## src/rtl/gen_yield_sequencer.sv

```systemverilog
// Output stage for generator functions: latches a block of signed values on _start and
// emits them as NUM_YIELDS yields of NUM_OUTS values each over a valid/ready handshake.
module gen_yield_sequencer #(
  parameter int unsigned WIDTH      = 32,
  parameter int unsigned NUM_OUTS   = 2,
  parameter int unsigned NUM_YIELDS = 2,
  parameter int unsigned LOOP       = 0,
  localparam int unsigned IW = (NUM_YIELDS > 1) ? $clog2(NUM_YIELDS) : 1,
  localparam int unsigned YW = NUM_OUTS * WIDTH
) (
  input  logic                       _clock,
  input  logic                       _reset,
  input  logic                       _start,
  input  logic [NUM_YIELDS*YW-1:0]   _in,
  input  logic                       _ready,
  output logic [YW-1:0]              _out,
  output logic                       _valid,
  output logic [IW-1:0]              _index,
  output logic                       _done
);

  typedef enum logic [1:0] {StIdle, StEmit, StDone} state_e;

  state_e                   state_q;
  logic [NUM_YIELDS*YW-1:0] data_q;
  logic [IW:0]              nxt_idx;
  logic                     last;
  logic [YW-1:0]            nxt_yield;

  assign nxt_idx = {1'b0, _index} + (IW+1)'(1);
  assign last    = (_index == IW'(NUM_YIELDS - 1));

  // Yield following the current one; only consulted when the current yield is not the last.
  always_comb begin
    nxt_yield = data_q[YW-1:0];
    for (int unsigned y = 1; y < NUM_YIELDS; y++) begin
      if (nxt_idx == (IW+1)'(y)) nxt_yield = data_q[y*YW +: YW];
    end
  end

  always_ff @(posedge _clock or posedge _reset) begin
    if (_reset) begin
      state_q <= StIdle;
      data_q  <= '0;
      _out    <= '0;
      _valid  <= 1'b0;
      _index  <= '0;
      _done   <= 1'b0;
    end else if (_start) begin
      // Start wins over any handshake in the same cycle, including a mid-run abort.
      state_q <= StEmit;
      data_q  <= _in;
      _out    <= _in[YW-1:0];
      _valid  <= 1'b1;
      _index  <= '0;
      _done   <= 1'b0;
    end else begin
      case (state_q)
        StEmit: begin
          if (_ready) begin
            if (!last) begin
              _out   <= nxt_yield;
              _index <= nxt_idx[IW-1:0];
            end else if (LOOP != 0) begin
              _out   <= data_q[YW-1:0];
              _index <= '0;
            end else begin
              state_q <= StDone;
              _valid  <= 1'b0;
              _done   <= 1'b1;
            end
          end
        end
        default: ;
      endcase
    end
  end

endmodule

```

## config.mk

```make
export PLATFORM = sky130hd
export DESIGN_NAME = gen_yield_sequencer
export DESIGN_NICKNAME = d
export VERILOG_FILES = /design/src/rtl/gen_yield_sequencer.sv
export SDC_FILE = /design/constraint.sdc
export NUM_CORES = 1
export LEC_CHECK = 0
export ABC_AREA = 1
export CORE_MARGIN = 2
export CORE_UTILIZATION = 60
export DETAILED_ROUTE_END_ITERATION = 16
export DONT_BUFFER_PORTS = 1
export PLACE_DENSITY = 0.76
export SLEW_MARGIN = 15
export SYNTH_ARGS = -nofsm -noshare
export SYNTH_HDL_FRONTEND = slang
export SYNTH_SLANG_ARGS = --single-unit
```

## constraint.sdc

```tcl
create_clock -name _clock -period 13.2 [get_ports _clock]
set_input_delay 1.32 -clock _clock [delete_from_list [all_inputs] [get_ports _clock]]
set_output_delay 1.32 -clock _clock [all_outputs]
set_load 0.03 [all_outputs]
```

After elaboration in Yosys (flattened, before gate mapping). Index checks and enable logic that the tools add are counted.

Register bits after elaboration: 197. Bits of input ports: 132. Output and inout bits: 67. Logic and storage cells: 37.

$add $sub $neg: 1. Eq/ne operators: 3. Muxes and demuxes: 21. Reduce and logical (&&, ||, !) cells: 6.

Operator list (number): 64-bit 2-to-1 mux (5); 1-bit 2-to-1 mux (12); 2-bit 2-to-1 mux (4); 3-bit AND reduction (2); 2-bit nonzero test (3); 2-bit by 1-bit == test with 1-bit output, second input constant (2); 1-bit by 1-bit adder with 2-bit output, second input constant (1); 2-bit inequality test, second input constant (1); 2-bit AND reduction (1).

Longest topological paths before layout. Gate-level depths: netlist (run 1).

Depth after elaboration: 7. Gate-level depth with buffers: 8.

Worst setup path after synthesis (run 1). OpenSTA, ideal clock, no wires.

Path kind: input port to flip-flop. Start point: input port _start. End point: register data_q[19]. Setup time: 0.117 ns. Data arrival time: 2.045 ns. Data required time: 13.083 ns. Path slack: 11.037 ns. Cell stages on the path: 7. Buffers on the path: 4. Cells stage by stage: buf_4 -> inv_2 -> buf_4 -> buf_4 -> buf_2 -> nand2_1 -> nand2_1.

RTL lines: start, declared (RTL line 13) `input logic _start,`; end signal, assigned (RTL line 52) `data_q <= _in;`; end, declared (RTL line 25) `logic [NUM_YIELDS*YW-1:0] data_q;`.

Worst setup path after layout (run 1).
Start point: register _index. End point: output port _index.

RTL lines: start, declared (RTL line 18) `output logic [IW-1:0] _index,`; start signal, assigned (RTL line 63) `_index <= nxt_idx[IW-1:0];`.

No word-level cell between the ends.

==> flow_summary.ini, run 1 <==
[floorplan]
dieWidth_um = 122
ioPinCount = 199
core_um2 = 13300
rows = 42
start_util = 0.622
dieHeight_um = 122
dieArea_um2 = 14800

[worst_hold_path]
hp-class = reg -> reg
min_path_cells = 2

[sta]
period_needed_ns = 3.06
setup_viol = 0
slew_viol_final = 0
setup_ws_ns = 10.14
finClkSkew_ns = 0.0112
finalCritPeriodShare = 0.232
rsz0062_at_grt = no
worst_pin_slew_ns = 0.920
relSlewSlack = 0.387
timing.setup.tns_ns = 0
fmax_mhz = 326
finalHoldViolCount = 0

[clocking]
cts_root_buf = clkbuf_16
cts_tree = done
cts.clk_slew.worst_paths_ns = 0.06
clk_path_buf_depth = 2
cts_sinks = 195
htree_num_levels = 4
cts_buffers = 17
clk_latency_ns = 0.43
cts_resized = 0
cts_setup_buffers = 0
ctsHoldBuffers = 0

[logic_synthesis]
synth_edf_count = 0
postSynthCellCount = 1037
yosysMostFrequentCell = nand2_1
ys_ff_latch = 195
yosysTopAreaCell = dfrtp_1
synth_common_cells = 642 x nand2_1, 195 x dfrtp_1, 129 x nand3_1, 49 x buf_2, 10 x clkbuf_1
async_flop_share = 1.00
synthTopCellsByArea = dfrtp_1 59%, nand2_1 29%, nand3_1 7.8%
synth_seq_area_share = 0.588
synth_top_area_frac = 0.588
synth_area_um2 = 8300
synth_flop_cell = dfrtp_1
synth_warnings = 0
syn-num-nets = 1169
synth_cell_types = 14
syn-mean-instance-area_um2 = 8.00

[worst_setup_path]
cp.depth = 1
critPathKind = reg -> out
critical_path_required_ns = 11.88
slowest_delay_ns = 0.67
startpoint = _index
reg2reg_slack_ns = 10.40
endpoint = _index
endpoint_kind = output pin
crit_buf_inv = 1
arrival_ns = 1.74
rr_worst_depth = 6
crit_path_start_kind = register
slowest_stage = buf_4
critPathTopFamily = buffers and inverters
r2r-end = _out[39]
r2r-start = _index
crit_chain = buf_4
worstPathMaxFanout = 48

[layout]
drive_gt1_frac = 0.0415
seq_area_um2 = 4880
nets = 1132
area_growth_pct = 7.34
final.fill_count = 1128
multi_input_area_um2 = 3110
n_antenna_cell = 0

[routing]
drt_iter0_drc = 548
num_vias = 6406
wl_per_cell_um = 15.8
ant_nets = 0
viasPerCell = 5.39
firstDrtPassIters = 6
routed_wl_um = 18800
drc = 0

[global_route]
gr-total-overflow = 0
grt_pass1_vias = 6059
antenna_found_initial = 0
grt_max_degree = 135
grt_use_total = 0.264
grt_pass1_wl_um = 30100

[place]
dpl.hpwl_um = 11300
place_ws_ns = 9.92
place_congestion = 0.794
port_buffers = 0

[run]
drv_cap = 0

[pwr]
p_leak_nw = 4.82
peakVddDrop_mv = 0.124
p_per_area_nw_per_um2 = 169

[status]
status = finished clean
[registers in the layout, summed over array words and instances (netlist names)]
register and flops:
_done 1, _index 1, _out 64, data_q 128, state_q 1
[layer usage]
metal  vias to the layer above  track usage  wire length (µm)
met5                         -            0                 0
met3                        18       0.0805              1590
met1                      2996        0.352              8110
met2                       241        0.413              8820
met4                         0       0.0948               287
li1                       3151            -                 -
[logic make-up (layout without fill, tap and decap cells)]
kind of cell | after synthesis | count (layout) | synth area share
and+or+nand+nor | 773 | 773 | 0.370
buffers and inverters | 65 | 41 | 0.0382
DFF | 195 | 195 | 0.588
AOI/OAI and AO/OA | 4 | 4 | 0.00332
[power by group]
part | switching [mW] | leakage (nW) | internal [mW]
Clock | 0.217 | 0.310 | 0.323
Sequential | 0.135 | 2.38 | 0.671
Combinational | 0.110 | 2.13 | 0.0507
[cell usage in the layout, fill, tap and decap left out, types with 2 or more instances in the layout]
master	synthesis	layout
dfrtp_1	195	194
clkbuf_1	10	2
buf_4	3	6
clkbuf_8	0	5
nand3_1	129	129
clkinv_2	0	3
nand2_1	642	642
clkbuf_16	0	17
clkinv_4	0	2
bufinv_16	0	3
[how the worst min path moves through the flow]
stage | from | end | slack [ns]
global placement | data_q[16] | data_q[16] | 0.45
detailed placement | data_q[115] | data_q[115] | 0.46
floorplan | data_q[100] | data_q[100] | 0.44
finish | data_q[60] | data_q[60] | 0.47
CTS | data_q[106] | data_q[106] | 0.47
global route | data_q[22] | data_q[22] | 0.49
[metrics by stage]
step / hold slack [ns] / instances / area, µm² / total power [mW] / utilization
floorplan: 0.442 / 1037 / 8300 / 0.937 / -
global route: 0.487 / 1189 / 8910 / 1.57 / 0.667
finish: 0.469 / 1189 / 8910 / 1.51 / 0.667
global placement: 0.453 / 1157 / 8280 / 0.970 / 0.620
detailed placement: 0.459 / 1157 / 8280 / 0.978 / 0.620
CTS: 0.475 / 1189 / 8910 / 1.52 / 0.667
[cell type report]
class	instances	share of cell area
flip-flops and latches	195	0.548
multi-input cells	777	0.349
clock buffers	24	0.0563
well taps	176	0.0247
clock inverters	8	0.0138
repair buffers	6	0.00506
inverters	3	0.00267
(Power assumes the default switching activity.)
==> inputs of run 2 (changes only) <==
--- a/config.mk
+++ b/config.mk
@@ -7,10 +7,10 @@
 export LEC_CHECK = 0
 export ABC_AREA = 1
 export CORE_MARGIN = 2
-export CORE_UTILIZATION = 60
+export CORE_UTILIZATION = 57
 export DETAILED_ROUTE_END_ITERATION = 16
 export DONT_BUFFER_PORTS = 1
-export PLACE_DENSITY = 0.76
+export PLACE_DENSITY = 0.75
 export SLEW_MARGIN = 15
 export SYNTH_ARGS = -nofsm -noshare
 export SYNTH_HDL_FRONTEND = slang
==> constraint.sdc (replaced) <==
create_clock -name _clock -period 2.8 [get_ports _clock]
set_input_delay 0.28 -clock _clock [delete_from_list [all_inputs] [get_ports _clock]]
set_output_delay 0.28 -clock _clock [all_outputs]
set_load 0.03 [all_outputs]
==> run 2 against run 1 <==
  * Count of clock-buffer cells in the layout is 2 lower
  * Via count is 15% higher
  * Non-clock buffer count increased by 172
  * Register-to-register slack got worse by 9.6 ns
  * Die area up 5.1%
  * Sequential cell count stayed put
  * Combinational power grew to 6.4 times the previous value
  * Utilization grew 7.3 points
  * Sequential power increased to 4.7 times the previous value
  * Largest power group unchanged
  * Highest routed layer unchanged
==> flow_summary.ini, run 2 (synthesized netlist as in run 1, its figures left out) <==
[status]
status = finished clean

[clocking]
cts_root_buf = clkbuf_16
clk_path_buf_depth = 2
cts_tree = done
htree_num_levels = 4
cts_buffers = 17
ctsHoldBuffers = 162
cts.clk_slew.worst_paths_ns = 0.07
clk_latency_ns = 0.44
cts_resized = 0
cts_sinks = 195
cts_setup_buffers = 0

[pwr]
p_total_mw = 7.20
p_leak_nw = 5.46
p_per_area_nw_per_um2 = 677
peakVddDrop_mv = 0.424

[global_route]
grt_max_degree = 184
grt_pass1_vias = 7333
gr-total-overflow = 0
grt_pass1_wl_um = 36400
antenna_found_initial = 0
grt_use_total = 0.294

[layout]
drive_gt1_frac = 0.0422
final_util = 0.740
nets = 1304
area_growth_pct = 28.2
regMostFlops = data_q
n_antenna_cell = 0
final_cell_mix = 642 x nand2_1, 194 x dfrtp_1, 163 x dlygate4sd3_1
final_common_cell = nand2_1
finalNonFillerCells = 1369
design_area_um2 = 10600
largest_reg_flops = 128
reg_top3 = data_q: 128 flops, _out: 64 flops

[routing]
wl_per_cell_um = 16.4
top_layer = met4
wl_met1_um = 9100
num_vias = 7392
wl_met3_um = 1790
drc = 0
drt_iter0_drc = 593
routed_wl_um = 22400
met2WireLength_um = 10800
firstDrtPassIters = 7
ant_nets = 0
viasPerCell = 5.40

[floorplan]
core_um2 = 14400
dieArea_um2 = 15500
dieHeight_um = 125
dieWidth_um = 125
ioPinCount = 199
rows = 44
start_util = 0.577

[place]
place_ws_ns = 0.779
dpl.hpwl_um = 11800
dpl_cell_area_um2 = 8410
place_congestion = 0.788
port_buffers = 0
place_inst = 1173

[sta]
setup_viol = 0
timing.setup.tns_ns = 0
relSlewSlack = 0.313
slew_viol_final = 0
setup_ws_ns = 0.756
finalCritPeriodShare = 0.730
rsz0062_at_grt = no
worst_pin_slew_ns = 1.03
finClkSkew_ns = 0.00986
period_needed_ns = 2.04
fmax_mhz = 489
finalHoldViolCount = 0
hold_slack_ns = 0.00395

[run]
drv_cap = 0

[worst_setup_path]
crit_chain = nor2_4 > buf_4 > nand2_1 > nand3_1 > nand2_1 > nand2_1
worstPathMaxFanout = 39
critPathKind = reg -> reg
crit_path_start_kind = register
endpoint_kind = register
path_common_cell = nand2_1
critical_path_required_ns = 3.17
slowest_stage = nor2_4
arrival_ns = 2.41
slowest_delay_ns = 0.76

[worst_hold_path]
hp-class = in -> reg
run 2: cell count changes in the layout (fill, tap and decap cells not counted), sizes merged:
cell	change
buf	+9
bufinv	-1
clkbuf	-2
clkinvlp	+4
dlygate4sd3	+163
inv	-1
run 2: final timing paths:
| check | endpoint | slack, ns | depth (start not counted) | from |
|---|---|---|---|---|
| max reg2reg | _out[61] | 0.76 | 6 | _index |
| min in group asynchronous | _out[3] | 0.55 | 2 | _reset |
| min | data_q[44] | 0.004 | 2 | _in[44] |
| max | _out[61] | 0.76 | 6 | _index |
| max in group asynchronous | data_q[22] | 1.43 | 3 | _reset |
| min reg2reg | data_q[3] | 0.47 | 2 | data_q[3] |
run 2: per-layer routing:
| metal | up-vias | global-route usage |
|---|---|---|
| li1 | 3492 | - |
| met1 | 3488 | 0.367 |
| met2 | 347 | 0.482 |
| met3 | 65 | 0.0696 |
| met4 | 0 | 0.145 |
| met5 | - | 0 |
run 2: worst max-delay path, delay by kind of cell (launching register included):
| kind | cells | cell delay (ns) |
|---|---|---|
| flops | 1 | 0.43 |
| buf+inv | 1 | 0.47 |
| simple gates | 5 | 1.07 |
run 2: where the power goes:
| part | internal, mW | total (mW) | switching (mW) |
|---|---|---|---|
| Sequential | 3.16 | 3.79 | 0.627 |
| Clock | 1.36 | 2.38 | 1.03 |
| Combinational | 0.416 | 1.03 | 0.610 |
| Total | 4.94 | 7.20 | 2.27 |
run 2: area by class of cell:
class	count	area (µm²)
clock buffer	22	464
clock inverter	10	108
fill	986	3730
inverter	3	20.0
multi-input combinational	777	3110
sequential	195	4880
tap	184	230
timing repair buffer	178	1820
